$ cat config.mk
export PLATFORM = sky130hd
export DESIGN_NAME = spi_slave_port
export DESIGN_NICKNAME = d
export VERILOG_FILES = /design/src/rtl/spi_slave_port_pkg.sv /design/src/rtl/spi_slave_port_sync_edge.sv /design/src/rtl/spi_slave_port.sv
export SDC_FILE = /design/constraint.sdc
export NUM_CORES = 1
export LEC_CHECK = 0
export CAP_MARGIN = 40
export CORE_MARGIN = 2
export CORE_UTILIZATION = 34
export CTS_CLUSTER_SIZE = 25
export DETAILED_ROUTE_END_ITERATION = 6
export GPL_TIMING_DRIVEN = 0
export PLACE_DENSITY = 0.63
export RECOVER_POWER = 100
export SYNTH_ARGS = -nofsm -noshare
export SYNTH_HDL_FRONTEND = slang
export SYNTH_SLANG_ARGS = --single-unit
$ cat constraint.sdc
create_clock -name clk_i -period 1.8 [get_ports clk_i]
set_clock_uncertainty 0.15 [all_clocks]
set_input_delay 0.36 -clock clk_i [delete_from_list [all_inputs] [get_ports clk_i]]
set_output_delay 0.36 -clock clk_i [all_outputs]
set_load 0.005 [all_outputs]
$ cat src/rtl/spi_slave_port_pkg.sv
// Shared definitions for the SPI slave port: FSM encoding, byte width and
// the fill byte shifted out when the TX holding register is empty at load time.
package spi_slave_port_pkg;

    localparam int BYTE_W    = 8;
    localparam int BIT_CNT_W = $clog2(BYTE_W);

    localparam logic [BYTE_W-1:0] UNDERRUN_FILL = 8'h00;

    typedef enum logic [1:0] {
        ST_IDLE  = 2'd0,
        ST_LOAD  = 2'd1,
        ST_SHIFT = 2'd2
    } state_t;

endpackage

$ cat src/rtl/spi_slave_port_sync_edge.sv
// spi_sync_edge: N-stage synchronizer for an asynchronous pin plus one extra
// registered copy, giving a clean level and single-cycle rise/fall pulses.
module spi_sync_edge #(
    parameter int   STAGES    = 2,
    parameter logic RESET_VAL = 1'b0
) (
    input  logic clk_i,
    input  logic rstn_i,
    input  logic async_i,
    output logic level_o,
    output logic rise_o,
    output logic fall_o
);

    logic [STAGES-1:0] sync_q;
    logic              prev_q;

    // Shift the pin through the synchronizer and keep a delayed copy of the last stage
    always_ff @(posedge clk_i or negedge rstn_i) begin
        if (!rstn_i) begin
            sync_q <= {STAGES{RESET_VAL}};
            prev_q <= RESET_VAL;
        end else begin
            sync_q <= {sync_q[STAGES-2:0], async_i};
            prev_q <= sync_q[STAGES-1];
        end
    end

    assign level_o = sync_q[STAGES-1];
    assign rise_o  = sync_q[STAGES-1] & ~prev_q;
    assign fall_o  = ~sync_q[STAGES-1] & prev_q;

endmodule

$ cat src/rtl/spi_slave_port.sv
// spi_slave_port: SPI mode-0 slave with a one-byte TX holding register and a
// valid/ready RX byte output. Optional sticky error flags are built when the
// macro SPI_SLAVE_ERR_EN is defined.
module spi_slave_port
    import spi_slave_port_pkg::*;
#(
    parameter int   SYNC_STAGES = 2,
    parameter logic MISO_IDLE   = 1'b0
) (
    input  logic              clk_i,
    input  logic              rstn_i,
    input  logic              spi_clk_i,
    input  logic              spi_cs_n_i,
    input  logic              spi_mosi_i,
    output logic              spi_miso_o,
    input  logic [BYTE_W-1:0] tx_data_i,
    input  logic              tx_valid_i,
    output logic              tx_ready_o,
    output logic [BYTE_W-1:0] rx_data_o,
    output logic              rx_valid_o,
    input  logic              rx_ready_i,
    output logic              busy_o
`ifdef SPI_SLAVE_ERR_EN
    ,
    output logic              rx_overrun_o,
    output logic              tx_underrun_o,
    input  logic              err_clr_i
`endif
);

    localparam int SETTLE   = SYNC_STAGES + 1;
    localparam int SETTLE_W = $clog2(SETTLE + 1);

    state_t                state_q, state_d;
    logic [BIT_CNT_W-1:0]  bit_cnt_q;
    logic [BYTE_W-1:0]     tx_shift_q;
    logic [BYTE_W-1:0]     rx_shift_q;
    logic [BYTE_W-1:0]     rx_next;
    logic [BYTE_W-1:0]     rx_data_q;
    logic                  rx_valid_q;
    logic [BYTE_W-1:0]     hold_data_q;
    logic                  hold_full_q;
    logic [BYTE_W-1:0]     load_value;
    logic [SYNC_STAGES-1:0] mosi_sync_q;
    logic [SETTLE_W-1:0]   settle_cnt_q;
    logic                  armed_q;

    logic sclk_level, sclk_rise, sclk_fall;
    logic cs_level, cs_rise, cs_fall;
    logic mosi_bit;
    logic load_take;
    logic shift_active;
    logic byte_done;

    spi_sync_edge #(.STAGES(SYNC_STAGES), .RESET_VAL(1'b0)) u_sclk_sync (
        .clk_i   (clk_i),
        .rstn_i  (rstn_i),
        .async_i (spi_clk_i),
        .level_o (sclk_level),
        .rise_o  (sclk_rise),
        .fall_o  (sclk_fall)
    );

    spi_sync_edge #(.STAGES(SYNC_STAGES), .RESET_VAL(1'b1)) u_cs_sync (
        .clk_i   (clk_i),
        .rstn_i  (rstn_i),
        .async_i (spi_cs_n_i),
        .level_o (cs_level),
        .rise_o  (cs_rise),
        .fall_o  (cs_fall)
    );

    // MOSI only needs a plain synchronizer; its last stage lines up with the SCLK edge pulse
    always_ff @(posedge clk_i or negedge rstn_i) begin
        if (!rstn_i) begin
            mosi_sync_q <= '0;
        end else begin
            mosi_sync_q <= {mosi_sync_q[SYNC_STAGES-2:0], spi_mosi_i};
        end
    end

    assign mosi_bit     = mosi_sync_q[SYNC_STAGES-1];
    assign load_value   = hold_full_q ? hold_data_q : UNDERRUN_FILL;
    assign load_take    = (state_q == ST_LOAD) && !cs_level;
    assign shift_active = (state_q == ST_SHIFT) && !cs_level;
    assign rx_next      = {rx_shift_q[BYTE_W-2:0], mosi_bit};
    assign byte_done    = shift_active && sclk_rise && (bit_cnt_q == BIT_CNT_W'(BYTE_W - 1));

    // Arm frame detection only once the synchronizers reflect a real deselected bus, so a
    // chip select still low when reset releases cannot be mistaken for a new frame
    always_ff @(posedge clk_i or negedge rstn_i) begin
        if (!rstn_i) begin
            settle_cnt_q <= '0;
            armed_q      <= 1'b0;
        end else begin
            if (settle_cnt_q != SETTLE_W'(SETTLE)) begin
                settle_cnt_q <= settle_cnt_q + SETTLE_W'(1);
            end else if (cs_level) begin
                armed_q <= 1'b1;
            end
            if (cs_rise) begin
                armed_q <= 1'b1;
            end
        end
    end

    // FSM state register
    always_ff @(posedge clk_i or negedge rstn_i) begin
        if (!rstn_i) begin
            state_q <= ST_IDLE;
        end else begin
            state_q <= state_d;
        end
    end

    // Next state: a frame starts on a chip-select fall with SCLK idle low, deselect always wins
    always_comb begin
        state_d = state_q;
        case (state_q)
            ST_IDLE:  if (cs_fall && armed_q && !sclk_level) state_d = ST_LOAD;
            ST_LOAD:  state_d = ST_SHIFT;
            ST_SHIFT: if (byte_done) state_d = ST_LOAD;
            default:  state_d = ST_IDLE;
        endcase
        if (cs_level) begin
            state_d = ST_IDLE;
        end
    end

    // MISO shows the byte being loaded straight away, then the MSB of the shift register
    always_comb begin
        spi_miso_o = MISO_IDLE;
        case (state_q)
            ST_LOAD:  spi_miso_o = load_value[BYTE_W-1];
            ST_SHIFT: spi_miso_o = tx_shift_q[BYTE_W-1];
            default:  spi_miso_o = MISO_IDLE;
        endcase
    end

    // Shift datapath: sample MOSI on SCLK rise, advance MISO on SCLK fall except the fall
    // that trails the last bit of the previous byte (bit counter already back at zero)
    always_ff @(posedge clk_i or negedge rstn_i) begin
        if (!rstn_i) begin
            bit_cnt_q  <= '0;
            tx_shift_q <= '0;
            rx_shift_q <= '0;
        end else if (cs_level) begin
            bit_cnt_q  <= '0;
            rx_shift_q <= '0;
        end else if (load_take) begin
            tx_shift_q <= load_value;
        end else if (shift_active) begin
            if (sclk_rise) begin
                rx_shift_q <= rx_next;
                bit_cnt_q  <= bit_cnt_q + BIT_CNT_W'(1);
            end
            if (sclk_fall && (bit_cnt_q != '0)) begin
                tx_shift_q <= {tx_shift_q[BYTE_W-2:0], 1'b0};
            end
        end
    end

    // TX holding register: a LOAD empties it, an accepted write fills it
    always_ff @(posedge clk_i or negedge rstn_i) begin
        if (!rstn_i) begin
            hold_full_q <= 1'b0;
            hold_data_q <= '0;
        end else begin
            if (load_take) begin
                hold_full_q <= 1'b0;
            end
            if (tx_valid_i && tx_ready_o) begin
                hold_full_q <= 1'b1;
                hold_data_q <= tx_data_i;
            end
        end
    end

    // RX output register: a completed byte always lands, even over unread data
    always_ff @(posedge clk_i or negedge rstn_i) begin
        if (!rstn_i) begin
            rx_data_q  <= '0;
            rx_valid_q <= 1'b0;
        end else if (byte_done) begin
            rx_data_q  <= rx_next;
            rx_valid_q <= 1'b1;
        end else if (rx_valid_q && rx_ready_i) begin
            rx_valid_q <= 1'b0;
        end
    end

    assign tx_ready_o = ~hold_full_q;
    assign rx_data_o  = rx_data_q;
    assign rx_valid_o = rx_valid_q;
    assign busy_o     = (state_q != ST_IDLE);

`ifdef SPI_SLAVE_ERR_EN
    logic rx_overrun_q;
    logic tx_underrun_q;

    // Sticky error flags; a new event in the same cycle as a clear keeps the flag set
    always_ff @(posedge clk_i or negedge rstn_i) begin
        if (!rstn_i) begin
            rx_overrun_q  <= 1'b0;
            tx_underrun_q <= 1'b0;
        end else begin
            if (err_clr_i) begin
                rx_overrun_q  <= 1'b0;
                tx_underrun_q <= 1'b0;
            end
            if (byte_done && rx_valid_q && !rx_ready_i) begin
                rx_overrun_q <= 1'b1;
            end
            if (load_take && !hold_full_q) begin
                tx_underrun_q <= 1'b1;
            end
        end
    end

    assign rx_overrun_o  = rx_overrun_q;
    assign tx_underrun_o = tx_underrun_q;
`endif

endmodule

* Word-level counts from Yosys, hierarchy flattened
Index checks and enable logic that the tools add are counted.
Widths: inputs -> output; s select.
** Word-level totals
- Register bits :: 49
- Bits of input ports :: 15
- Output and inout port bits :: 12
- Word-level logic and storage cells :: 83
** Cells by class
- Add/subtract/negate cells :: 2
- Eq/ne operators :: 8
- Muxes and demuxes :: 24
- Bitwise logic cells :: 9
- Reduce and logical (&&, ||, !) cells :: 25
** Operators with widths (count)
- $mux 8 :: 4
- $mux 7 :: 4
- $reduce_bool 2->1 :: 8
- $mux 3 :: 4
- $logic_and 1x1->1 :: 9
- $mux 1 :: 7
- $mux 2 :: 3
- $ne 3x2->1 const B :: 2
- $pmux 2 s3 :: 1
- $reduce_and 3->1 :: 2
- $not 1->1 :: 5
- $and 1x1->1 :: 4
- $ne 2x2->1 const B :: 2
- $reduce_and 2->1 :: 2
- $add 3x1->3 const B :: 1
- $eq 3x3->1 const B :: 1
- $reduce_bool 3->1 :: 1
- $add 2x1->2 const B :: 1
- $eq 2x1->1 const B :: 1
- $eq 2x2->1 const B :: 1
- $logic_not 1->1 :: 2
- $logic_not 2->1 :: 1
- $ne 2x1->1 const B :: 1
- $pmux 1 s2 :: 1

* Depth between registers and ports, before layout
- Depth in word-level cells :: 7
- Gate-level depth with buffers :: 6
- Gate-level depth less buffers :: 5

* Hierarchy
From an unflattened synthesis, not the netlist that was laid out.
** Second synthesis, totals
- Cell total of the unflattened synthesis :: 169
- Area total of the unflattened synthesis :: 2127.0 µm²
** Modules (own cells, without submodules)
- spi_slave_port :: times used 1, cells each 159, area each 1943.1 µm²
- spi_sync_edge at u_cs_sync :: times used 1, cells each 5, area each 93.8 µm²
- spi_sync_edge at u_sclk_sync :: times used 1, cells each 5, area each 90.1 µm²

* Least setup slack after synthesis
No wires, ideal clock.
- Path kind :: register to register
- Start :: register bit_cnt_q[0]
- End :: register rx_data_q[0] (netlist: rx_data_o[0])
- Arrival time :: 1.475 ns
- Setup slack :: 0.051 ns
- Stages on the path, launching flop included :: 6
- Buffers on the path :: 0
- Cells stage by stage :: dfrtp_1 -> ha_1 -> ha_1 -> nand3b_4 -> nor3b_4 -> mux2_2
** On the way
- Longest elaborated chain between the ends :: 2
** RTL lines
- start, declared :: RTL line spi_slave_port.sv:35 : logic [BIT_CNT_W-1:0] bit_cnt_q;
- start signal, assigned :: RTL line spi_slave_port.sv:155 : bit_cnt_q <= bit_cnt_q + BIT_CNT_W'(1);
- $eq 3x3->1 :: RTL line spi_slave_port.sv:87 : assign byte_done = shift_active && sclk_rise && (bit_cnt_q == BIT_CNT_W'(BYTE_W - 1));
- $logic_and 1x1->1 :: RTL line spi_slave_port.sv:87
- end signal, assigned :: RTL line spi_slave_port.sv:185 : rx_data_q <= rx_next;
- end, declared :: RTL line spi_slave_port.sv:39 : logic [BYTE_W-1:0] rx_data_q;
No other way between the ends.
A chain may end at the register's enable or synchronous reset.

* Worst setup path after layout
- Start :: register state_q[1]
- End :: output spi_miso_o
** On the way
- Longest elaborated chain between the ends :: 2
- Elaborated cells between the ends (all ways) :: 3
- Those cells by class :: eq/ne (2); mux (1)
** RTL lines
- start, declared :: RTL line spi_slave_port.sv:34 : state_t state_q, state_d;
- start signal, assigned :: RTL line spi_slave_port.sv:112 : state_q <= state_d;
- $eq 2x2->1 / $eq 2x1->1 (equally long branches) :: RTL line spi_slave_port.sv:133 : case (state_q)
- $pmux 1 s2 (*) :: RTL line spi_slave_port.sv:133
- end, declared :: RTL line spi_slave_port.sv:15 : output logic spi_miso_o,
Mark *: on every way between the ends. The rest lies on a longest branch, timed or not.

==> summary.txt <==
Routing
  – Uppermost layer routed: met4
  – Vias per cell: 4.848
  – Final ANT Viol Nets: 0
  – Met2 routed WL: between 1.5 and 2 mm
  – Routed wire length: ~4 mm
  – DRC Markers: 0
  – Metal3 WL: between 100 and 150 um
  – 1st-iter DRT viols: 48
  – Vias: 1440
  – Met1 WL: 1.853 mm
  – Mean routed wirelength per cell: approximately 13 um
  – Initial DRT Pass Iterations: 4

Critical path
  – Data arrival time of the critical path: approximately 1.4 ns
  – Crit path capture type: output pin
  – CP startpoint kind: register
  – Worst setup path category: register to output pin
  – WP data required: approximately 1.3 ns
  – Critical Path Fanout Max: 2

Timing
  – RSZ-0062 raised after global routing: true
  – Fin Hold WS: ~0.21 ns
  – Final setup margin: -0.06463 ns
  – Fin crit period: roughly 1.9 ns
  – Worst slew pin tran: 0.4801 ns
  – Fin. Hold Viols: 0
  – Slew Limit Fails: 0
  – Worst slew margin: 0.6800
  – # setup viols final: 4
  – Period Utilization, post-route: 1.036
  – Max Freq: approximately 540 MHz

Pwr
  – Total power: approximately 3000 uW
  – Seq pwr share: 0.486
  – Combinational fraction of design power: 0.278
  – Max IR drop VDD: slightly below 0.5 mV
  – Int Power: 2099 uW
  – Switching Fraction: 0.2987
  – Switching Power: 894.1 uW
  – Clock power frac: 0.236
  – Pleak: ~0.0012 uW
  – Power Density: ~1100 nW/um^2

Finish
  – Final-layout fill cell count: roughly 560
  – Most common cell after layout, fill and taps aside: dfrtp_1
  – Layout cells sized above 1: 0.3018
  – Layout net count: between 200 and 250
  – Most frequent cells in the layout: dfrtp_1, nand2_1, clkdlybuf4s50_1
  – Area grow syn2layout: 32.23%
  – N_diodes: 0

Flow run
  – Max_cap viols: 0

Clock tree
  – CTS clk-pin slew, worst paths: roughly 0.090 ns
  – # clock sinks: around 50
  – CTS Buf Count: 5
  – Clk root buf: clkbuf_8
  – Max clock buf depth: 2
  – TritonCTS clock tree: built
  – Htree depth: 2
  – Clk_lat worst skew: 0.30 ns

Global route
  – First-pass GRT wire length: between 6 and 7 mm
  – Pin count of the biggest net entering global routing: 31
  – Remaining Overflow, GRT: 0
  – GRT Util Overall: 0.1321
  – Vias in the first global route: ~1.4k
  – Antenna violations before repair: 0

Synth
  – Netlist cell types: 27
  – Synth area leader: dfrtp_1
  – Syn avg cell area: 11.94 sq um
  – Post-synth net total: 196
  – Post-synth EDFFs: 0
  – Yosys reg bits: around 50
  – Top cell type's share of synthesized area: 0.5542
  – Mapped Cells: 174
  – Yosys warns: 0
  – Netlist Area Pre-Place: 2077 sq um
  – Sequential area share after synthesis: 0.5922
  – Main flop type after synthesis: dfrtp_1
  – Post-synthesis async set-or-reset flop share: 1.000
  – Top cells by area, synth: dfrtp_1, mux2_2, ha_1

Outcome
  – Status: finished with violations
  – Failing checks: negative setup slack

Worst hold path
  – Hold WC Path Type: register to register

Die
  – I/O pins: 27
  – Core Area: between 5000 and 6000 sq um
  – Cell Rows: 28
  – Die Ht: between 80 and 90 um
  – Initial Util: 0.3508
  – Die Area: roughly 6800 sq um
  – Die Width: 82.16 um

Placement
  – Port bufs: 26
  – Placer Congestion: 0.7576
  – DPL Wire Length: ~2.5 mm
-- Yosys cell counts (2+ instances only) --
cell        n
dfrtp_1    46
nand2_1    21
mux2_2     18
a21oi_1    17
o21ai_0     8
a31oi_1     7
ha_1        7
inv_1       7
nand3_1     7
buf_2       5
clkbuf_1    4
nand2b_1    4
a21o_1      3
dfstp_2     3
nor2b_1     3
nand4bb_1   2
nor2_1      2
-- flip-flops by register name (all words and copies together), names as in the netlist --
name	flops
hold_full_q	1
u_cs_sync.prev_q	1
hold_data_q	8
u_sclk_sync.sync_q	2
tx_shift_q	8
u_sclk_sync.prev_q	1
rx_data_o	8
settle_cnt_q	2
rx_valid_o	1
rx_shift_q	7
armed_q	1
mosi_sync_q	2
u_cs_sync.sync_q	2
state_q	2
bit_cnt_q	3
-- final cells by class --
class | instances | area [sq um] | share of cell area
buffer | 7 | 43.79 | 0.01595
clock buffer | 6 | 82.58 | 0.03007
clock inverter | 2 | 16.27 | 0.005923
inverter | 7 | 26.28 | 0.009567
multi-input combinational | 109 | 870.8 | 0.3171
sequential | 49 | 1230 | 0.4478
tap | 75 | 93.84 | 0.03417
timing repair buffer | 42 | 382.9 | 0.1394
-- power by group through the flow --
stage	Combinational [uW]	Clock (uW)	Sequential (uW)
floorplan	453	0	1430
global placement	640	0	1460
detailed placement	664	0	1470
CTS	806	724	1450
global route	935	771	1490
finish	832	707	1450
-- through the flow --
step	instances	util	instance area (sq um)	TNS [ns]	setup WS, ns
6_report	297	0.4639	2746	-0.08079	-0.06463
5_1_grt	297	0.4639	2746	-1.440	-0.1363
4_1_cts	294	0.4548	2693	-0.09373	-0.09373
3_5_place_dp	276	0.4131	2446	-1.751	-0.2158
3_3_place_gp	275	0.4106	2431	-59.65	-1.219
2_1_floorplan	174	-	2077	0	0.05055
-- logic make-up (layout without fill, tap and decap cells) --
family / count (synthesis) / in the layout / share of synthesized area
adders and majority gates: 7 / 7 / 0.04217
and+or+nand+nor: 44 / 44 / 0.1235
AOI/OAI and AO/OA: 38 / 38 / 0.1036
buffers and inverters: 16 / 64 / 0.03193
DFF: 49 / 49 / 0.5922
muxes: 19 / 19 / 0.1024
xor gates and xnor gates: 1 / 1 / 0.004218
-- timing repair --
action                     4_1_cts  5_1_grt
pin swaps                        3        2
hold endpoints to repair        16        0
setup endpoints to repair       18       29
resized for setup               23       17
hold buffers                     1        0
gates cloned                     0        1
setup buffers                   10        3
-- worst paths after layout --
kind | endpoint | slack (ns) | from | cells after the start
worst min register to register | mosi_sync_q[1] | 0.21 | mosi_sync_q[0] | 0
worst max register to register | rx_data_o[0] | -0.01 | bit_cnt_q[1] | 6
min in group asynchronous | rx_valid_o | 0.39 | rstn_i | 2
max in group asynchronous | tx_shift_q[0] | 0.26 | rstn_i | 3
worst max-delay path | spi_miso_o | -0.06 | state_q[1] | 5
worst min-delay path | mosi_sync_q[1] | 0.21 | mosi_sync_q[0] | 0
-- worst max-delay path, cell delays in order (launching register included) --
cell     delay [ns]
dfrtp_1        0.42
buf_6          0.13
ha_4           0.15
a32oi_2        0.16
nor2b_1        0.07
buf_2          0.13
-- per-layer routing --
| metal | global-route usage | vias to the layer above |
|---|---|---|
| met1 | 0.1772 | 710 |
| met2 | 0.2114 | 26 |
| met3 | 0.03370 | 4 |
| met4 | 0.04000 | 0 |
| met5 | 0 | - |
| li1 | - | 700 |
(Power assumes the default switching activity.)
